**src/rtl/led_seq_pkg.sv**
```systemverilog
// Shared types and constants for the LED pattern sequencer.
// Holds the pattern modes, the bounce direction and the seed helper.
package led_seq_pkg;

  typedef enum logic [1:0] {
    MODE_SHL    = 2'd0,
    MODE_SHR    = 2'd1,
    MODE_BOUNCE = 2'd2,
    MODE_BIN    = 2'd3
  } mode_t;

  typedef enum logic {
    DIR_LEFT  = 1'b0,
    DIR_RIGHT = 1'b1
  } dir_t;

  localparam int   SYNC_STAGES_DEFAULT = 2;
  localparam logic SEED_ONEHOT_LSB     = 1'b1;

  // LSB of the seed pattern; every other seed bit is zero.
  function automatic logic seed_lsb(mode_t m);
    return (m == MODE_BIN) ? 1'b0 : SEED_ONEHOT_LSB;
  endfunction

endpackage

```
**src/rtl/led_seq_sync_edge_det.sv**
```systemverilog
// Synchroniser chain plus rising-edge detector for an asynchronous level.
// Also intended for push-button inputs.
module sync_edge_det #(
  parameter int STAGES = 2
) (
  input  logic clk,
  input  logic rst,
  input  logic din,
  output logic rise
);

  logic [STAGES-1:0] sync_reg;
  logic              prev_reg;

  always_ff @(posedge clk) begin
    if (rst) begin
      sync_reg <= '0;
      prev_reg <= 1'b0;
    end else begin
      sync_reg <= {sync_reg[STAGES-2:0], din};
      prev_reg <= sync_reg[STAGES-1];
    end
  end

  // prev keeps tracking regardless of pause, so a released pause never sees a stale edge.
  assign rise = sync_reg[STAGES-1] & ~prev_reg;

endmodule

```
**src/rtl/led_seq.sv**
```systemverilog
// LED pattern sequencer: one pattern step per rising edge of the slow divider output.
// Patterns are rotate-left, rotate-right, bounce and binary count.
module led_seq
  import led_seq_pkg::*;
#(
  parameter int NLED        = 8,
  parameter int SYNC_STAGES = SYNC_STAGES_DEFAULT
) (
  input  logic            clk,
  input  logic            rst,
  input  logic            slow_in,
  input  mode_t           mode,
  input  logic            pause,
  output logic [NLED-1:0] led,
  output logic            tick
);

  logic            step;
  logic            accept;
  logic [NLED-1:0] led_reg, led_next;
  logic [NLED-1:0] seed_val, shl_val, shr_val, bounce_val, bin_val;
  dir_t            dir_reg, dir_next, dir_bounce;
  mode_t           mode_q_reg, mode_q_next;
  logic            tick_reg, tick_next;

  sync_edge_det #(
    .STAGES (SYNC_STAGES)
  ) u_sync (
    .clk  (clk),
    .rst  (rst),
    .din  (slow_in),
    .rise (step)
  );

  assign accept = step & ~pause;

  assign seed_val = {{(NLED-1){1'b0}}, seed_lsb(mode)};
  assign shl_val  = {led_reg[NLED-2:0], led_reg[NLED-1]};
  assign shr_val  = {led_reg[0], led_reg[NLED-1:1]};
  assign bin_val  = led_reg + 1'b1;

  // Direction flips on the step that lands on an end, so endpoints are shown once.
  always_comb begin
    bounce_val = led_reg;
    dir_bounce = dir_reg;
    if (dir_reg == DIR_LEFT) begin
      bounce_val = led_reg << 1;
      dir_bounce = bounce_val[NLED-1] ? DIR_RIGHT : DIR_LEFT;
    end else begin
      bounce_val = led_reg >> 1;
      dir_bounce = bounce_val[0] ? DIR_LEFT : DIR_RIGHT;
    end
  end

  always_comb begin
    led_next    = led_reg;
    dir_next    = dir_reg;
    mode_q_next = mode_q_reg;
    tick_next   = accept;
    if (accept) begin
      if (mode != mode_q_reg) begin
        led_next    = seed_val;
        dir_next    = DIR_LEFT;
        mode_q_next = mode;
      end else begin
        case (mode_q_reg)
          MODE_SHL:    led_next = shl_val;
          MODE_SHR:    led_next = shr_val;
          MODE_BOUNCE: begin
            led_next = bounce_val;
            dir_next = dir_bounce;
          end
          MODE_BIN:    led_next = bin_val;
          default:     led_next = led_reg;
        endcase
      end
    end
  end

  always_ff @(posedge clk) begin
    if (rst) begin
      led_reg    <= {{(NLED-1){1'b0}}, 1'b1};
      dir_reg    <= DIR_LEFT;
      mode_q_reg <= MODE_SHL;
      tick_reg   <= 1'b0;
    end else begin
      led_reg    <= led_next;
      dir_reg    <= dir_next;
      mode_q_reg <= mode_q_next;
      tick_reg   <= tick_next;
    end
  end

  assign led  = led_reg;
  assign tick = tick_reg;

endmodule

```
**config.mk**
```make
export PLATFORM = sky130hd
export DESIGN_NAME = led_seq
export DESIGN_NICKNAME = d
export VERILOG_FILES = /design/src/rtl/led_seq_pkg.sv /design/src/rtl/led_seq_sync_edge_det.sv /design/src/rtl/led_seq.sv
export SDC_FILE = /design/constraint.sdc
export NUM_CORES = 1
export LEC_CHECK = 0
export ABC_AREA = 1
export CAP_MARGIN = 30
export CORE_AREA = 10 10 63 65
export CTS_CLUSTER_SIZE = 40
export DETAILED_ROUTE_END_ITERATION = 7
export DIE_AREA = 0 0 73 75
export SYNTH_ARGS = -nofsm -noshare
export SYNTH_HDL_FRONTEND = slang
export SYNTH_SLANG_ARGS = --single-unit
```
**constraint.sdc**
```tcl
create_clock -name clk -period 3.7 [get_ports clk]
set_input_delay 0.555 -clock clk [delete_from_list [all_inputs] [get_ports clk]]
set_output_delay 0.555 -clock clk [all_outputs]
set_load 0.05 [all_outputs]
```
==> results of run 1 <==
==> cell usage after synthesis (2+ instances only) <==
cell type	count
a21oi_1	7
a21oi_2	8
buf_2	2
buf_6	2
dfxtp_1	15
inv_1	14
inv_2	4
nand2_1	51
nand2_2	2
nand2_4	3
nand3_1	9
nand3_2	2
nor2_1	13
nor2_2	3
o21ai_0	5
o21ai_1	3
==> layout make-up <==
class | count | area share [%]
clock inverter | 1 | 0.404
clock buffer | 3 | 1.82
tap | 31 | 3.13
sequential | 15 | 24.2
inverter | 20 | 6.16
multi-input combinational | 117 | 52.9
timing repair buffer | 14 | 11.3
==> final timing paths <==
path                             end               start  slack [ns]  cells past startpoint
hold / removal    u_sync.sync_reg[1]  u_sync.sync_reg[0]        0.42                      2
setup reg to reg              led[6]       mode_q_reg[0]        2.12                      9
hold reg to reg   u_sync.sync_reg[1]  u_sync.sync_reg[0]        0.42                      2
setup / recovery              led[6]              led[6]        1.45                      1
==> per-layer routing <==
layer	share of wire (%)	GRT usage, %	vias up	wire length, microns
met5	0	0	-	0
met4	2.0	5.06	0	50
met1	49	12.7	442	1210
li1	-	-	522	-
met2	46	15.7	19	1130
met3	3.5	2.37	6	86
==> cell families (layout without fill, tap and decap cells) <==
kind of cell,count (synthesis),in the layout
xor+xnor,2,2
flops,15,15
fa+ha+maj,1,1
compound gates,26,26
simple gates,88,88
buf+inv,25,38
==> per-stage QoR <==
stage	area (sq um)	power [uW]	worst slack (ns)
4_1_cts	1240	302	1.44
5_1_grt	1240	312	1.38
3_5_place_dp	1210	207	1.76
2_1_floorplan	1070	196	2.04
3_3_place_gp	1210	207	1.74
6_report	1240	299	1.45
==> where the power goes <==
| part | switching, uW | internal (uW) |
|---|---|---|
| Sequential | 3.71 | 164 |
| Clock | 55.7 | 40.2 |
| Combinational | 21.0 | 14.4 |
| Total | 80.4 | 218 |
==> results.json, run 1 <==
{
  "outcome": "finished, final reports clean",
  "clk_pin_slew_ns": 0.10,
  "cp_slowest_stage_delay_ns": 0.88,
  "final-setup-viol-count": 0,
  "holdCritPathClass": "reg2reg",
  "cts_tree": "built",
  "period_share_pct": 60.8,
  "end_kind": "output pin",
  "post_cts_resized": 0,
  "startpoint_type": "register",
  "wire_per_inst_microns": 12.3,
  "gp_congestion": 0.836,
  "register_area_sq_um": 300,
  "insertion_delay_ns": 0.29,
  "avgSynthCellArea_sq_um": 6.81,
  "synth-simple-area-share_pct": 40.5,
  "cts_hold_buf": 0,
  "fin_crit_ns": 2.25,
  "finalNetCount": 178,
  "maxSlewHeadroom_pct": 53.9,
  "synth_xor_xnor_area_share_pct": 4.10,
  "ir_drop_mv": 0.159,
  "synth_top_area_share_pct": 28.1,
  "required_ns": 3.14,
  "yosys.cell_types.count": 30,
  "ys_warn_count": 0,
  "die_h_microns": 75,
  "antenna_found_initial": 0,
  "drt_first_pass_iters": 4,
  "nFillCells": 286,
  "clock_skew_ns": 0.00840,
  "initial_core_util_pct": 39.4,
  "diodes": 0,
  "synth_adder_area_share_pct": 1.17,
  "rows": 19,
  "rsz0062_at_grt": "no",
  "port_buffers": 14,
  "max_freq_ghz": 0.444,
  "hold_ws_ns": 0.418,
  "vias": 989,
  "ant_nets": 0,
  "root_buffer": "clkbuf_4",
  "synth_cells": 157,
  "grt_max_degree": 14,
  "largest_reg_flops": 8,
  "synth_compound_area_share_pct": 15.6,
  "core_area_sq_mm": 0.00271,
  "ys_async_sr_fraction_pct": 0,
  "ys_seq_elements": 15,
  "arrival_ns": 1.70,
  "cap_violations": 0,
  "clock_sinks": 15,
  "die_width_microns": 73,
  "cts_inserted_buffers": 3,
  "grt_pass1_wl_mm": 4.49,
  "cts_max_level": 1,
  "cts_setup_buffers": 0,
  "muxShareOfSynthArea_pct": 0,
  "synth_edf_count": 0,
  "multi_input_area_sq_um": 656,
  "drive_gt1_share_pct": 19.4,
  "hold_viol_final": 0,
  "drt_iter0_drc": 73,
  "final_common_cell": "nand2_1",
  "clockBufferDepth": 2,
  "critPathSlowestCell": "clkdlybuf4s50_1",
  "hpwlAfterDp_mm": 1.94,
  "criticalPathCategory": "reg2out",
  "grt_pass1_vias": 954,
  "critical-path-top-delay-family": "buffers and inverters",
  "final_cells": 201,
  "worstPathMaxFanout": 8,
  "critPathBufInv": 1,
  "synth_top_family_by_area": "simple AND/OR/NAND/NOR gates",
  "post-route-util_pct": 45.7,
  "p_leak_uw": 0.000486,
  "synth_area_sq_mm": 0.00107,
  "io-pin-count": 15,
  "drv_slew": 0,
  "dpl.cell_count": 197,
  "area_growth_syn_to_layout_pct": 15.9,
  "drc": 0,
  "wl_mm": 2.48,
  "syn_nets": 164,
  "ys.flop_type": "dfxtp_1",
  "synthTopCellsByArea": "dfxtp_1, nand2_1, a21oi_2",
  "yosysSeqAreaShare_pct": 28.1,
  "fin_tns_setup_ns": 0,
  "grt-ovfl-total": 0,
  "worstMarginPinSlew_ns": 0.690,
  "final_cell_mix": "nand2_1, dfxtp_1, inv_1, clkdlybuf4s50_1, nor2_1",
  "power_density_mw_per_mm2": 241,
  "grt_usage_pct": 10.1,
  "vias_per_cell": 4.92,
  "yosysTopAreaCell": "dfxtp_1",
  "dieArea_sq_mm": 0.00548,
  "path_cells": "clkdlybuf4s50_1"
}
Power figures use the tool's default switching activity.
==> run 2, diff against run 1 <==
==> constraint.sdc (replaced) <==
create_clock -name clk -period 2.4 [get_ports clk]
set_input_delay 0.36 -clock clk [delete_from_list [all_inputs] [get_ports clk]]
set_output_delay 0.36 -clock clk [all_outputs]
set_load 0.05 [all_outputs]
==> results.json, run 2 (synthesis gave the netlist of run 1 again) <==
{
  "antenna_found_initial": 0,
  "cts_hold_buf": 0,
  "area_growth_syn_to_layout_pct": 16.6,
  "cts_max_level": 1,
  "clock_skew_ns": 0.00950,
  "drc": 0,
  "holdCritPathClass": "reg2reg",
  "final_common_cell": "nand2_1",
  "dpl.cell_count": 198,
  "io-pin-count": 15,
  "hpwlAfterDp_mm": 1.92,
  "ant_nets": 0,
  "cts_inserted_buffers": 3,
  "startpoint_type": "register",
  "cap_violations": 0,
  "required_ns": 2.04,
  "hold_ws_ns": 0.417,
  "clockBufferDepth": 2,
  "worstPathMaxFanout": 8,
  "grt-ovfl-total": 0,
  "maxSlewHeadroom_pct": 55.6,
  "dieArea_sq_mm": 0.00548,
  "critPathBufInv": 1,
  "wl_mm": 2.46,
  "cts_setup_buffers": 0,
  "grt_pass1_wl_mm": 4.46,
  "vias_per_cell": 4.89,
  "cts_tree": "built",
  "core_area_sq_mm": 0.00271,
  "critical-path-top-delay-family": "buffers and inverters",
  "power_density_mw_per_mm2": 371,
  "grt_pass1_vias": 975,
  "diodes": 0,
  "gp_congestion": 0.851,
  "max_freq_ghz": 0.486,
  "criticalPathCategory": "reg2out",
  "outcome": "finished, final reports clean",
  "port_buffers": 14,
  "worstMarginPinSlew_ns": 0.665,
  "drt_iter0_drc": 58,
  "cp_slowest_stage_delay_ns": 0.88,
  "die_h_microns": 75,
  "final-setup-viol-count": 0,
  "fin_tns_setup_ns": 0,
  "hold_viol_final": 0,
  "largest_reg_flops": 8,
  "initial_core_util_pct": 39.4,
  "root_buffer": "clkbuf_4",
  "grt_usage_pct": 9.96,
  "period_share_pct": 85.7,
  "final_cell_mix": "nand2_1, dfxtp_1, inv_1, clkdlybuf4s50_1, nor2_1",
  "p_leak_uw": 0.000490,
  "rows": 19,
  "final_cells": 202,
  "post-route-util_pct": 46.0,
  "wire_per_inst_microns": 12.2,
  "drv_slew": 0,
  "clk_pin_slew_ns": 0.10,
  "rsz0062_at_grt": "no",
  "arrival_ns": 1.70,
  "drive_gt1_share_pct": 19.9,
  "post_cts_resized": 0,
  "drt_first_pass_iters": 4,
  "finalNetCount": 179,
  "fin_crit_ns": 2.06,
  "end_kind": "output pin",
  "ir_drop_mv": 0.270,
  "die_width_microns": 73,
  "grt_max_degree": 13,
  "vias": 988,
  "path_cells": "clkdlybuf4s50_1",
  "insertion_delay_ns": 0.29,
  "clock_sinks": 15,
  "critPathSlowestCell": "clkdlybuf4s50_1"
}
[run 2: final timing paths]
path	cells past startpoint	slack, ns	end	from
setup / recovery	1	0.34	led[6]	led[6]
hold reg to reg	2	0.42	u_sync.sync_reg[1]	u_sync.sync_reg[0]
hold / removal	2	0.42	u_sync.sync_reg[1]	u_sync.sync_reg[0]
setup reg to reg	9	0.86	led[6]	mode_q_reg[0]
[run 2: metal layers]
metal  global-route usage (%)  routed length [microns]  up-vias
met5                        0                        0        -
met4                     3.59                       25        0
met3                     2.23                      114        4
met2                     16.3                     1160       17
met1                     12.4                     1170      441
li1                         -                        -      526
[run 2: per-stage QoR]
step                cell area (sq um)  power (uW)  setup slack [ns]
finish                           1250         462             0.343
global route                     1250         484             0.278
global placement                 1220         320             0.629
CTS                              1250         464             0.315
detailed placement               1220         321             0.628
floorplan                        1070         302             0.741
[run 2: cell type report]
class                      instances  area (sq um)
timing repair buffer              15           148
inverter                          20          76.3
clock buffer                       3          22.5
fill                             279          1460
sequential                        15           300
clock inverter                     1          5.00
tap                               31          38.8
multi-input combinational        117           656
[run 2: report_power, final]
group / leakage (uW) / switching [uW] / internal (uW)
Clock: 0.0000177 / 85.8 / 61.9
Sequential: 0.000122 / 5.76 / 253
Combinational: 0.000351 / 33.2 / 23.2
Total: 0.000490 / 125 / 338
